==> src/rtl/calc_op_sequencer.sv <==
// calc_op_sequencer: latches one calculator op, drives the shared ALU, converts the result to BCD.
// Optional CALC_DIVZERO_EN: div by zero is rejected in IDLE without starting the ALU.
module calc_op_sequencer (
    input  logic        clock_i,
    input  logic        reset_i,
    input  logic [3:0]  op_req_i,
    input  logic [6:0]  opa_i,
    input  logic [6:0]  opb_i,
    output logic [1:0]  alu_op_o,
    output logic [6:0]  alu_a_o,
    output logic [6:0]  alu_b_o,
    output logic        alu_start_o,
    input  logic        alu_done_i,
    input  logic [13:0] alu_result_i,
    input  logic        alu_neg_i,
    output logic [15:0] digits_o,
    output logic        neg_o,
    output logic        show_result_o,
    output logic        busy_o,
    output logic        err_o
);
    typedef enum logic [2:0] {IDLE, ISSUE, WAIT, CONV, HOLD} state_t;
    state_t      state_q, state_d;
    logic [1:0]  op_q, op_d;
    logic [6:0]  a_q, a_d, b_q, b_d;
    logic [4:0]  tmo_q, tmo_d;
    logic [3:0]  cnt_q, cnt_d;
    logic [13:0] bin_q, bin_d;
    logic [15:0] bcd_q, bcd_d, digits_q, digits_d, adj;
    logic        neg_q, neg_d, err_q, err_d, sat_q, sat_d;
    logic        one_hot, div_zero;
    logic [1:0]  req_op;
    assign one_hot = (op_req_i != 4'd0) && ((op_req_i & (op_req_i - 4'd1)) == 4'd0);
    assign req_op  = {op_req_i[3] | op_req_i[2], op_req_i[3] | op_req_i[1]};
`ifdef CALC_DIVZERO_EN
    assign div_zero = op_req_i[3] && (opb_i == 7'd0);
`else
    assign div_zero = 1'b0;
`endif
    // add-3 correction applied to every BCD nibble before each shift
    for (genvar d = 0; d < 4; d++) begin : g_adj
        assign adj[4*d+:4] = (bcd_q[4*d+:4] > 4'd4) ? bcd_q[4*d+:4] + 4'd3 : bcd_q[4*d+:4];
    end
    always_ff @(posedge clock_i) begin
        if (reset_i) begin
            state_q  <= IDLE;
            op_q     <= 2'd0;
            a_q      <= 7'd0;
            b_q      <= 7'd0;
            tmo_q    <= 5'd0;
            cnt_q    <= 4'd0;
            bin_q    <= 14'd0;
            bcd_q    <= 16'd0;
            digits_q <= 16'd0;
            neg_q    <= 1'b0;
            err_q    <= 1'b0;
            sat_q    <= 1'b0;
        end else begin
            state_q  <= state_d;
            op_q     <= op_d;
            a_q      <= a_d;
            b_q      <= b_d;
            tmo_q    <= tmo_d;
            cnt_q    <= cnt_d;
            bin_q    <= bin_d;
            bcd_q    <= bcd_d;
            digits_q <= digits_d;
            neg_q    <= neg_d;
            err_q    <= err_d;
            sat_q    <= sat_d;
        end
    end
    always_comb begin
        state_d  = state_q;
        op_d     = op_q;
        a_d      = a_q;
        b_d      = b_q;
        tmo_d    = tmo_q;
        cnt_d    = cnt_q;
        bin_d    = bin_q;
        bcd_d    = bcd_q;
        digits_d = digits_q;
        neg_d    = neg_q;
        err_d    = err_q;
        sat_d    = sat_q;
        case (state_q)
            IDLE: if (one_hot) begin
                op_d = req_op;
                a_d  = opa_i;
                b_d  = opb_i;
                if (div_zero) begin
                    state_d  = HOLD;
                    err_d    = 1'b1;
                    neg_d    = 1'b0;
                    digits_d = 16'hAAAA;
                end else begin
                    state_d = ISSUE;
                    err_d   = 1'b0;
                    tmo_d   = 5'd0;
                end
            end
            ISSUE: state_d = WAIT;
            WAIT: if (alu_done_i) begin
                state_d = CONV;
                bin_d   = alu_result_i;
                neg_d   = alu_neg_i;
                sat_d   = alu_result_i > 14'd9999;
                bcd_d   = 16'd0;
                cnt_d   = 4'd0;
            end else begin
                tmo_d = tmo_q + 5'd1;
                if (tmo_q == 5'd30) begin
                    state_d  = HOLD;
                    err_d    = 1'b1;
                    neg_d    = 1'b0;
                    digits_d = 16'hAAAA;
                end
            end
            CONV: begin
                bcd_d = {adj[14:0], bin_q[13]};
                bin_d = {bin_q[12:0], 1'b0};
                cnt_d = cnt_q + 4'd1;
                if (cnt_q == 4'd13) begin
                    state_d  = HOLD;
                    err_d    = sat_q;
                    digits_d = sat_q ? 16'h9999 : {adj[14:0], bin_q[13]};
                end
            end
            HOLD: if (op_req_i == 4'd0) state_d = IDLE;
            default: state_d = IDLE;
        endcase
    end
    assign alu_op_o      = op_q;
    assign alu_a_o       = a_q;
    assign alu_b_o       = b_q;
    assign alu_start_o   = state_q == ISSUE;
    assign busy_o        = (state_q == ISSUE) || (state_q == WAIT) || (state_q == CONV);
    assign show_result_o = state_q == HOLD;
    assign digits_o      = digits_q;
    assign neg_o         = neg_q;
    assign err_o         = err_q;
endmodule

==> config.mk <==
export PLATFORM = sky130hd
export DESIGN_NAME = calc_op_sequencer
export DESIGN_NICKNAME = d
export VERILOG_FILES = /design/src/rtl/calc_op_sequencer.sv
export SDC_FILE = /design/constraint.sdc
export NUM_CORES = 1
export LEC_CHECK = 0
export CORE_MARGIN = 1.5
export CORE_UTILIZATION = 40
export CTS_CLUSTER_SIZE = 8
export DETAILED_ROUTE_END_ITERATION = 10
export PLACE_DENSITY = 0.67
export RECOVER_POWER = 100
export REMOVE_ABC_BUFFERS = 1
export SYNTH_ARGS = -nofsm -noshare
export SYNTH_HDL_FRONTEND = slang
export SYNTH_SLANG_ARGS = --single-unit
==> constraint.sdc <==
create_clock -name clock_i -period 1.7 [get_ports clock_i]
set_clock_uncertainty 0.05 [all_clocks]
set_input_delay 0.255 -clock clock_i [delete_from_list [all_inputs] [get_ports clock_i]]
set_output_delay 0.255 -clock clock_i [all_outputs]
set_load 0.03 [all_outputs]
==> results.py <==
metrics = {
    "synthesis": {
        "synth-seq-area-share_pct": 42.5,
        "commonest_register_cell_after_synthesis": "dfxtp_1",
        "syn_inst": 448,
        "mappedNetlistArea_um2": 3620,
        "number_of_synthesis_warnings": 0,
        "average_instance_area_after_synthesis_um2": 8.09,
        "async_reset_ff_share_pct": 0,
        "post_synth_num_cell_types": 51,
        "synth_seq_cells": 77,
        "synth_edf_count": 0,
    },
    "timing": {
        "max_slew.worst_pin.slew_ns": 0.593,
        "fin_ws_ns": -0.0175,
        "fin_hold_ws_ns": 0.244,
        "total_count_of_max_transition_violations_in_the_final_report": 0,
        "rsz0062_at_grt": "yes",
        "final_hold_viol_count": 0,
        "layout_min_cycle_time_ns": 1.72,
        "worst_slew_margin_pct": 60.4,
        "timing.final.crit_share_pct": 101,
        "max_freq_ghz": 0.582,
        "setup_violations": 4,
    },
    "die": {
        "placement_rows": 34,
        "fp.dieArea_um2": 9640,
        "fp.dieW_um": 98.2,
        "die_height_um": 98.2,
        "floorplan.initialDensity_pct": 41.3,
        "io_pins": 73,
        "design.core.area_um2": 8760,
    },
    "grt": {
        "grt_start_max_net_pins": 42,
        "grt_util_all_layers_pct": 20.4,
        "antenna_found_initial": 0,
        "global_route_congestion_overflow_total": 0,
        "wire_length_of_the_first_global_routing_pass_mm": 16.2,
        "vias_in_the_first_global_route": 3435,
    },
    "clock_network": {
        "cts-root-to-sink-buffers": 2,
        "cts.sinks": 77,
        "tritoncts_clock_tree": "done",
        "h-tree-depth": 3,
        "clk_pin_slew_worst_paths_ns": 0.08,
        "cts_root_buffer": "clkbuf_8",
        "cts-hold-fix-buffers": 0,
        "clock_insertion_delay_worst_skew_ns": 0.35,
        "cts_made_buffers": 9,
    },
    "setup_path": {
        "worstSetupStartpointType": "register",
        "worst-path-max-fanout": 24,
        "timing.critical_path.to_type": "register",
        "timing.critical_path.arrival_ns": 1.93,
        "timing_worst_setup_path_type": "register to register",
        "cp.required_ns": 1.91,
    },
    "power_and_ir_drop": {
        "leakage_nw": 1.66,
        "power_per_cell_area_nw_per_um2": 831,
        "irDropWorstVdd_mv": 0.471,
    },
    "cells_and_area": {
        "final_nets": 580,
        "num_antenna_cells": 0,
        "layout.cells.non_filler": 648,
        "layout-area-overhead-vs-synth_pct": 32.6,
        "drive_above_1_share_pct": 15.4,
    },
    "drt": {
        "wirelength_mm": 9.89,
        "post_drt_via_cell_ratio": 5.61,
        "dr.pass1.iters": 5,
        "route.vias.total": 3636,
        "ant_nets": 0,
        "drc": 0,
        "dr.first_iter.drc_count": 184,
        "wl_per_cell_um": 15.3,
    },
    "flow_run": {
        "drv.max_cap_violation_count": 0,
    },
    "status": {
        "violations": "setup timing",
        "outcome": "complete, but fails checks",
    },
    "worst_hold_path": {
        "holdCritPathClass": "input pin to register",
    },
    "place": {
        "hpwl_mm": 6.37,
        "place.gp.congestion": 0.786,
        "placedCellCount": 630,
        "buffer_ports.inserted": 72,
    },
}
[synth_stat cells (2+ instances only)]
cell type  number  share of area [%]
a22oi_1         4               0.83
ha_1            8                2.8
o21ba_2         4                1.1
nor3_1         12                1.7
xor2_1          2               0.48
or3_1          10                1.7
inv_1          14                1.5
a32oi_1         5                1.2
o21ai_0        37                5.1
o2111ai_1       4               0.97
o21a_1          2               0.41
nand2_1        38                3.9
nand3_1        37                5.1
o31ai_1         3               0.62
o211ai_1        2               0.41
nor3b_1         6                1.2
a211o_1         2               0.48
a21oi_1        54                7.5
a311oi_1       17                4.1
or4_1           2               0.41
nand2b_1        5               0.86
and3_1          2               0.35
nor2_1         38                3.9
dfxtp_1        77                 43
buf_2           4               0.55
nor2b_1         4               0.69
nor4_1          2               0.35
a211oi_1        3               0.62
and2_1          3               0.52
clkbuf_1       26                2.7
[stage by stage]
step	total power [mW]	cell area [um2]	setup WS, ns	TNS [ns]	utilization (%)
global route	4.16	4800	-0.0959	-1.35	54.8
detailed placement	2.56	4630	-0.498	-19.23	52.8
global placement	2.55	4630	-0.389	-16.08	52.8
floorplan	2.20	3480	-0.567	-18.41	-
finish	3.99	4800	-0.0175	-0.0307	54.8
CTS	4.06	4900	-0.0181	-0.0613	55.9
[final cells by class]
class | instances | area [um2]
inverters | 14 | 52.6
repair buffers | 110 | 837
flip-flops and latches | 77 | 1550
well taps | 108 | 135
fillers | 868 | 3960
clock buffers | 11 | 131
multi-input cells | 324 | 2020
clock inverters | 4 | 73.8
[logic make-up (layout without fill, tap and decap cells)]
| group | count (synthesis) | after routing | share of synthesized area (%) |
|---|---|---|---|
| buffers and inverters | 47 | 139 | 5.35 |
| and+or+nand+nor | 168 | 168 | 23.1 |
| AOI/OAI and AO/OA | 146 | 146 | 25.7 |
| xor gates and xnor gates | 2 | 2 | 0.484 |
| adders and majority gates | 8 | 8 | 2.76 |
| DFF | 77 | 77 | 42.5 |
[power breakdown]
group | internal, mW | leakage, nW | total (mW) | switching, mW
Sequential | 1.86 | 0.625 | 1.89 | 0.0335
Clock | 0.821 | 0.103 | 1.49 | 0.669
Combinational | 0.244 | 0.929 | 0.608 | 0.364
Total | 2.92 | 1.66 | 3.99 | 1.07
[critical path, cell delays in order (launching register included)]
cell and delay, ns:
dfxtp_2 0.35, or4b_4 0.56, o22ai_4 0.17, buf_12 0.20, nor2_1 0.06, a311oi_1 0.24
[state kept, by name, indices dropped and copies added, names as in the netlist]
name and cells:
err_o 1, bin_q 14, alu_op_o 2, cnt_q 4, state_q 3, sat_q 1, tmo_q 5, digits_o 16
alu_b_o 7, alu_a_o 7, neg_o 1, bcd_q 16
[final timing paths]
| check | startpoint | end | slack (ns) | cells after the start |
|---|---|---|---|---|
| setup / recovery | state_q[2]$_SDFFE_PP0P_ | digits_o[1]$_SDFFE_PP0P_ | -0.02 | 5 |
| hold / removal | reset_i | alu_b_o[1]$_SDFFE_PP0P_ | 0.24 | 2 |
| setup reg to reg | state_q[2]$_SDFFE_PP0P_ | digits_o[1]$_SDFFE_PP0P_ | -0.02 | 5 |
| hold reg to reg | digits_o[10]$_SDFFE_PP0P_ | digits_o[10]$_SDFFE_PP0P_ | 0.40 | 2 |
[cell usage in the layout (no fill, tap or decap), drive strengths merged, types with 3 or more instances in the layout]
| cell | netlist | final |
|---|---|---|
| buf | 6 | 34 |
| or3 | 10 | 10 |
| a311oi | 17 | 17 |
| o2111ai | 4 | 4 |
| inv | 14 | 14 |
| o21ba | 4 | 4 |
| o21ai | 37 | 37 |
| nor2b | 4 | 4 |
| nand2b | 5 | 5 |
| nand2 | 38 | 38 |
| dfxtp | 77 | 77 |
| clkbuf | 27 | 44 |
| nor3 | 12 | 12 |
| a21oi | 54 | 54 |
| dlygate4sd2 | 0 | 9 |
| o31ai | 3 | 3 |
| clkdlybuf4s50 | 0 | 33 |
| a32oi | 5 | 5 |
| nand3 | 37 | 37 |
| nor3b | 6 | 6 |
| and2 | 3 | 3 |
| ha | 8 | 8 |
| a22oi | 4 | 4 |
| nor2 | 38 | 38 |
| a211oi | 3 | 3 |
[repair_timing]
action	4_1_cts	5_1_grt
pin swaps	3	4
buffers inserted	0	3
gates resized for setup	24	46
setup endpoints to repair	39	66
[layer usage]
metal  up-vias  track usage (%)  share of wire [%]
met2        96             33.5                 47
met5         -                0                  0
met1      1721             26.7                 47
met3         7             5.37                5.4
met4         0             5.42               0.97
li1       1812                -                  -
Power figures use the tool's default switching activity.
